--- src/rtl/usbdev_remote_wake.sv ---
// rtl/usbdev_remote_wake.sv - device-initiated resume (remote wakeup) K-state generator; optional J tail via USBDEV_WAKE_J_TAIL_EN
module usbdev_remote_wake #(
    parameter int IdleMinUs       = 5000,
    parameter int DriveUs         = 2000,
    parameter int HostTimeoutUs   = 20000,
    // Short DriveUs values are only meaningful for fast simulation runs.
    parameter bit DriveRangeCheck = 1'b1
) (
    input  logic       clk_48mhz_i,
    input  logic       rst_ni,
    input  logic       us_tick_i,
    input  logic       wake_req_i,
    input  logic       link_suspend_i,
    input  logic       link_active_i,
    input  logic       link_disconnect_i,
    input  logic       rx_idle_det_i,
    output logic       wake_oe_o,
    output logic       wake_dp_o,
    output logic       wake_dn_o,
    output logic       wake_busy_o,
    output logic       wake_done_o,
    output logic       wake_abort_o,
    output logic [2:0] wake_state_o
);

    localparam logic [2:0] StIdle     = 3'd0;
    localparam logic [2:0] StWaitIdle = 3'd1;
    localparam logic [2:0] StDrive    = 3'd2;
    localparam logic [2:0] StWaitHost = 3'd4;
`ifdef USBDEV_WAKE_J_TAIL_EN
    localparam logic [2:0]  StJTail      = 3'd3;
    localparam logic [2:0]  StAfterDrive = StJTail;
    // One full-speed bit time at 48 MHz is 4 clocks: counts 0..3.
    localparam logic [14:0] JTailLast    = 15'd3;
`else
    localparam logic [2:0]  StAfterDrive = StWaitHost;
`endif

    localparam logic [14:0] IdleMinCnt = 15'(IdleMinUs);
    localparam logic [14:0] DriveCnt   = 15'(DriveUs);
    localparam logic [14:0] HostCnt    = 15'(HostTimeoutUs);

    // A zero or oversized limit would leave a state with no exit.
    if (IdleMinUs < 1 || IdleMinUs > 32767 || DriveUs < 1 || DriveUs > 32767 ||
        HostTimeoutUs < 1 || HostTimeoutUs > 32767) begin : g_param_width_err
        $error("usbdev_remote_wake: timing parameter outside 1..32767");
    end
    if (DriveRangeCheck && (DriveUs < 1000 || DriveUs > 15000)) begin : g_drive_range_err
        $error("usbdev_remote_wake: DriveUs outside 1000..15000");
    end

    logic [2:0]  state_q, state_d;
    logic [14:0] cnt_q, cnt_d, cnt_inc;
    logic        done_q, done_d, abort_q, abort_d;

    // Saturating increment so a missed exit can never wrap back to a small count.
    assign cnt_inc = (cnt_q == 15'h7fff) ? cnt_q : cnt_q + 15'd1;

    // State, counter and completion pulse registers.
    always_ff @(posedge clk_48mhz_i or negedge rst_ni) begin
        if (!rst_ni) begin
            state_q <= StIdle;
            cnt_q   <= 15'd0;
            done_q  <= 1'b0;
            abort_q <= 1'b0;
        end else begin
            state_q <= state_d;
            cnt_q   <= cnt_d;
            done_q  <= done_d;
            abort_q <= abort_d;
        end
    end

    // Next-state logic; disconnect outranks every other transition.
    always_comb begin
        state_d = state_q;
        cnt_d   = cnt_q;
        done_d  = 1'b0;
        abort_d = 1'b0;
        if (state_q != StIdle && link_disconnect_i) begin
            state_d = StIdle;
            cnt_d   = 15'd0;
            abort_d = 1'b1;
        end else begin
            case (state_q)
                StIdle: begin
                    if (wake_req_i) begin
                        if (link_suspend_i) begin
                            state_d = StWaitIdle;
                            cnt_d   = 15'd0;
                        end else begin
                            abort_d = 1'b1;
                        end
                    end
                end
                StWaitIdle: begin
                    if (!link_suspend_i) begin
                        state_d = StIdle;
                        cnt_d   = 15'd0;
                        abort_d = 1'b1;
                    end else if (!rx_idle_det_i) begin
                        cnt_d = 15'd0;
                    end else if (us_tick_i) begin
                        if (cnt_inc == IdleMinCnt) begin
                            state_d = StDrive;
                            cnt_d   = 15'd0;
                        end else begin
                            cnt_d = cnt_inc;
                        end
                    end
                end
                StDrive: begin
                    if (us_tick_i) begin
                        if (cnt_inc == DriveCnt) begin
                            state_d = StAfterDrive;
                            cnt_d   = 15'd0;
                        end else begin
                            cnt_d = cnt_inc;
                        end
                    end
                end
`ifdef USBDEV_WAKE_J_TAIL_EN
                StJTail: begin
                    if (cnt_q == JTailLast) begin
                        state_d = StWaitHost;
                        cnt_d   = 15'd0;
                    end else begin
                        cnt_d = cnt_inc;
                    end
                end
`endif
                StWaitHost: begin
                    if (link_active_i) begin
                        state_d = StIdle;
                        cnt_d   = 15'd0;
                        done_d  = 1'b1;
                    end else if (us_tick_i) begin
                        if (cnt_inc == HostCnt) begin
                            state_d = StIdle;
                            cnt_d   = 15'd0;
                            abort_d = 1'b1;
                        end else begin
                            cnt_d = cnt_inc;
                        end
                    end
                end
                default: begin
                    state_d = StIdle;
                    cnt_d   = 15'd0;
                end
            endcase
        end
    end

    // PHY drive and status decode from the current state.
    always_comb begin
        wake_oe_o   = 1'b0;
        wake_dp_o   = 1'b1;
        wake_dn_o   = 1'b0;
        wake_busy_o = 1'b0;
        case (state_q)
            StWaitIdle: wake_busy_o = 1'b1;
            StDrive: begin
                wake_busy_o = 1'b1;
                wake_oe_o   = 1'b1;
                wake_dp_o   = 1'b0;
                wake_dn_o   = 1'b1;
            end
`ifdef USBDEV_WAKE_J_TAIL_EN
            StJTail: begin
                wake_busy_o = 1'b1;
                wake_oe_o   = 1'b1;
            end
`endif
            StWaitHost: wake_busy_o = 1'b1;
            default: ;
        endcase
    end

    assign wake_done_o  = done_q;
    assign wake_abort_o = abort_q;
    assign wake_state_o = state_q;

endmodule

--- config.mk ---
export PLATFORM = sky130hd
export DESIGN_NAME = usbdev_remote_wake
export DESIGN_NICKNAME = d
export VERILOG_FILES = /design/src/rtl/usbdev_remote_wake.sv
export SDC_FILE = /design/constraint.sdc
export NUM_CORES = 1
export LEC_CHECK = 0
export BUFFER_PORTS_ARGS = -buffer_cell sky130_fd_sc_hd__buf_2
export CAP_MARGIN = 20
export CORE_ASPECT_RATIO = 1.1
export CORE_MARGIN = 4
export CORE_UTILIZATION = 37
export CTS_BUF_LIST = sky130_fd_sc_hd__clkbuf_4 sky130_fd_sc_hd__clkbuf_8
export DETAILED_ROUTE_END_ITERATION = 12
export GPL_TIMING_DRIVEN = 0
export PLACE_DENSITY = 0.63
export SLEW_MARGIN = 30
export SYNTH_ARGS = -nofsm -noshare
export SYNTH_HDL_FRONTEND = slang
export SYNTH_SLANG_ARGS = --single-unit
--- constraint.sdc ---
create_clock -name clk_48mhz_i -period 7.5 [get_ports clk_48mhz_i]
set_input_delay 0 -clock clk_48mhz_i [delete_from_list [all_inputs] [get_ports clk_48mhz_i]]
set_output_delay 0 -clock clk_48mhz_i [all_outputs]
set_load 0.005 [all_outputs]
==> results.toml <==
[worst_setup_path]
r2r_setup_slack_ps = 4370
cp-end-kind = "flop"
crit_start = "cnt_q[0]"
startpoint_type = "flop"
critPathArrivalTime_ps = 3290
cp_max_fo = 10
required_ps = 7660
path_class = "flop to flop"
r2r-start = "cnt_q[0]"

[yosys]
synth.avg_cell_area_sq_um = 8.51
synth_top_area_share_pct = 32.2
synth_top_cells_by_area = "dfrtp_1, nand2_1, a21oi_1"
synthesis.nets = 192
synth_cell_types = 52
synth_top_family_by_area = "simple AND/OR/NAND/NOR gates"
seq_area_frac_synth_pct = 32.2
synth_ff_type = "dfrtp_1"
yosys.area_share.adder_pct = 0.804
synth_largest_area_cell = "dfrtp_1"
synthXorXnorAreaFrac_pct = 1.69
synthSimpleGateAreaFrac_pct = 32.6
yosysWarnings = 0
synth_compound_area_share_pct = 24.1
synthMuxAreaShare_pct = 2.65
synth-async-reset-ratio_pct = 100
synth-edff-count = 0
ys_ff_latch = 20
netlist_instances = 183
synthesis.area_sq_um = 1560

[final_layout]
final_cell_mix = "buf_2, nand2_1, dfrtp_1, nor2_1, a21oi_1"
register_area_sq_um = 500
drive_above_1_share_pct = 21.1
fillers = 427
final_nets = 214
multi_input_area_sq_um = 962
n_antenna_cell = 0
final_util_pct = 43.9
syn_to_final_growth_pct = 13.5

[floorplanning]
boundaryPins = 17
core_sq_um = 4020
rows = 24
dieArea_sq_um = 5310
die_w_um = 69.8
die_height_um = 76.0
start_util_pct = 38.7

[timing]
fin_crit_ps = 3130
hold_violations = 0
fmax_mhz = 320
fin_worst_skew_ps = 8.79
finalSetupViolations = 0
max_slew_margin_pct = 63.8
fin_crit_sh_pct = 41.7
rsz0062_at_grt = "no"
maxSlewViolCount = 0
tightestPinTransition_ps = 540
tns_ps = 0

[status]
status = "completed"

[route]
via_per_inst = 5.77
wl_per_cell_um = 15.3
drc = 0
drtIter0Drc = 182
wl_um = 3930
vias = 1476
dr.pass1.iters = 4
postRouteAntennaNets = 0

[global_routing]
grt_max_degree = 21
grt_overflow = 0
antenna_found_initial = 0
grt.total_usage_pct = 15.8
grt_pass1_vias = 1421
grt_pass1_wl_um = 6820

[min_path]
min_from = "wake_req_i"
min_path_type = "input port to flop"

[pwr]
powerDensity_nw_per_um2 = 143
ir_drop_mv = 0.110
p_leak_nw = 0.762

[placed_design]
gp_congestion = 0.847
dp_hpwl_um = 2980
numPortBuffers = 16

[flow_run]
cap_viol_max_count = 0

[clock_network]
clock_path_buffers = 2
worstSkewPairLatency_ps = 270
numCtsBuffers = 3
clkTransAtPathRegs_ps = 70
cts-root-buf = "clkbuf_8"
h-tree-depth = 1
clkSinkCount = 20
cts_tree = "yes"
-- registers in the layout, summed over array words and instances (netlist names) --
register	count
cnt_q	15
wake_done_o	1
wake_abort_o	1
wake_state_o	3
-- layer usage --
layer / vias up / track usage (%) / share of wire, % / wire, um
li1: 741 / - / - / -
met1: 686 / 20.8 / 47 / 1830
met2: 43 / 25.3 / 46 / 1810
met3: 6 / 2.37 / 5.6 / 220
met4: 0 / 7.28 / 1.8 / 71
met5: - / 0 / 0 / 0
-- layout make-up --
| cell class | count | share of cell area (%) |
|---|---|---|
| Clock buffer | 4 | 3.12 |
| Inverter | 4 | 0.850 |
| Timing Repair Buffer | 17 | 5.10 |
| Tap cell | 52 | 3.68 |
| Sequential cell | 20 | 28.3 |
| Buffer | 14 | 4.46 |
| Multi-Input combinational cell | 145 | 54.5 |
-- path summary, 6_finish.rpt --
kind	to	cells past startpoint
setup / recovery	cnt_q[13]	11
hold / removal	wake_state_o[0]	3
setup reg to reg	cnt_q[13]	11
hold reg to reg	cnt_q[14]	2
max in group asynchronous	wake_done_o	2
min in group asynchronous	cnt_q[2]	2
-- worst max-delay path, stage by stage, from the launching register on --
cell	delay, ps
dfrtp_1	430
ha_1	270
nand4_1	270
nor4_2	450
o21ba_1	240
and4bb_1	260
nand4_1	150
nor4b_4	180
o31ai_4	340
buf_6	210
a31oi_1	50
o22a_1	180
-- report_power, final --
group,switching (mW),internal [mW]
Sequential,0.00115,0.110
Combinational,0.0361,0.0199
Clock,0.0389,0.0469
-- through the flow --
step | setup WS, ps | power [mW] | hold WS (ps) | std cells | instance area, sq um
floorplan | 4810 | 0.149 | -296 | 183 | 1560
global placement | 4400 | 0.170 | -17.3 | 251 | 1700
CTS | 4380 | 0.257 | 5.61 | 256 | 1770
finish | 4370 | 0.253 | 11.1 | 256 | 1770
detailed placement | 4390 | 0.169 | -6.67 | 251 | 1700
global route | 4070 | 0.269 | 15.0 | 256 | 1770
-- logic make-up after synthesis --
family          Yosys count
fa+ha+maj                 1
mux                       4
buf+inv                  18
compound gates           51
flops                    20
simple gates             86
xor+xnor                  3
-- timing repair --
action	4_1_cts	5_1_grt
setup buffers	0	0
hold buffers	1	0
endpoints found under the hold margin	20	0
gates resized for setup	0	0
-- synth_stat cells (4+ instances only) --
cell type / count
nand3_1: 9
nand2_1: 22
buf_2: 6
nand4_1: 6
a21oi_1: 12
nor4_1: 4
and3_1: 7
clkbuf_1: 4
a41oi_1: 4
inv_1: 4
o21ai_0: 5
a31oi_1: 4
dfrtp_1: 20
o21ai_1: 5
nor2_1: 13
Note: power is estimated with default switching activity, not from simulation.
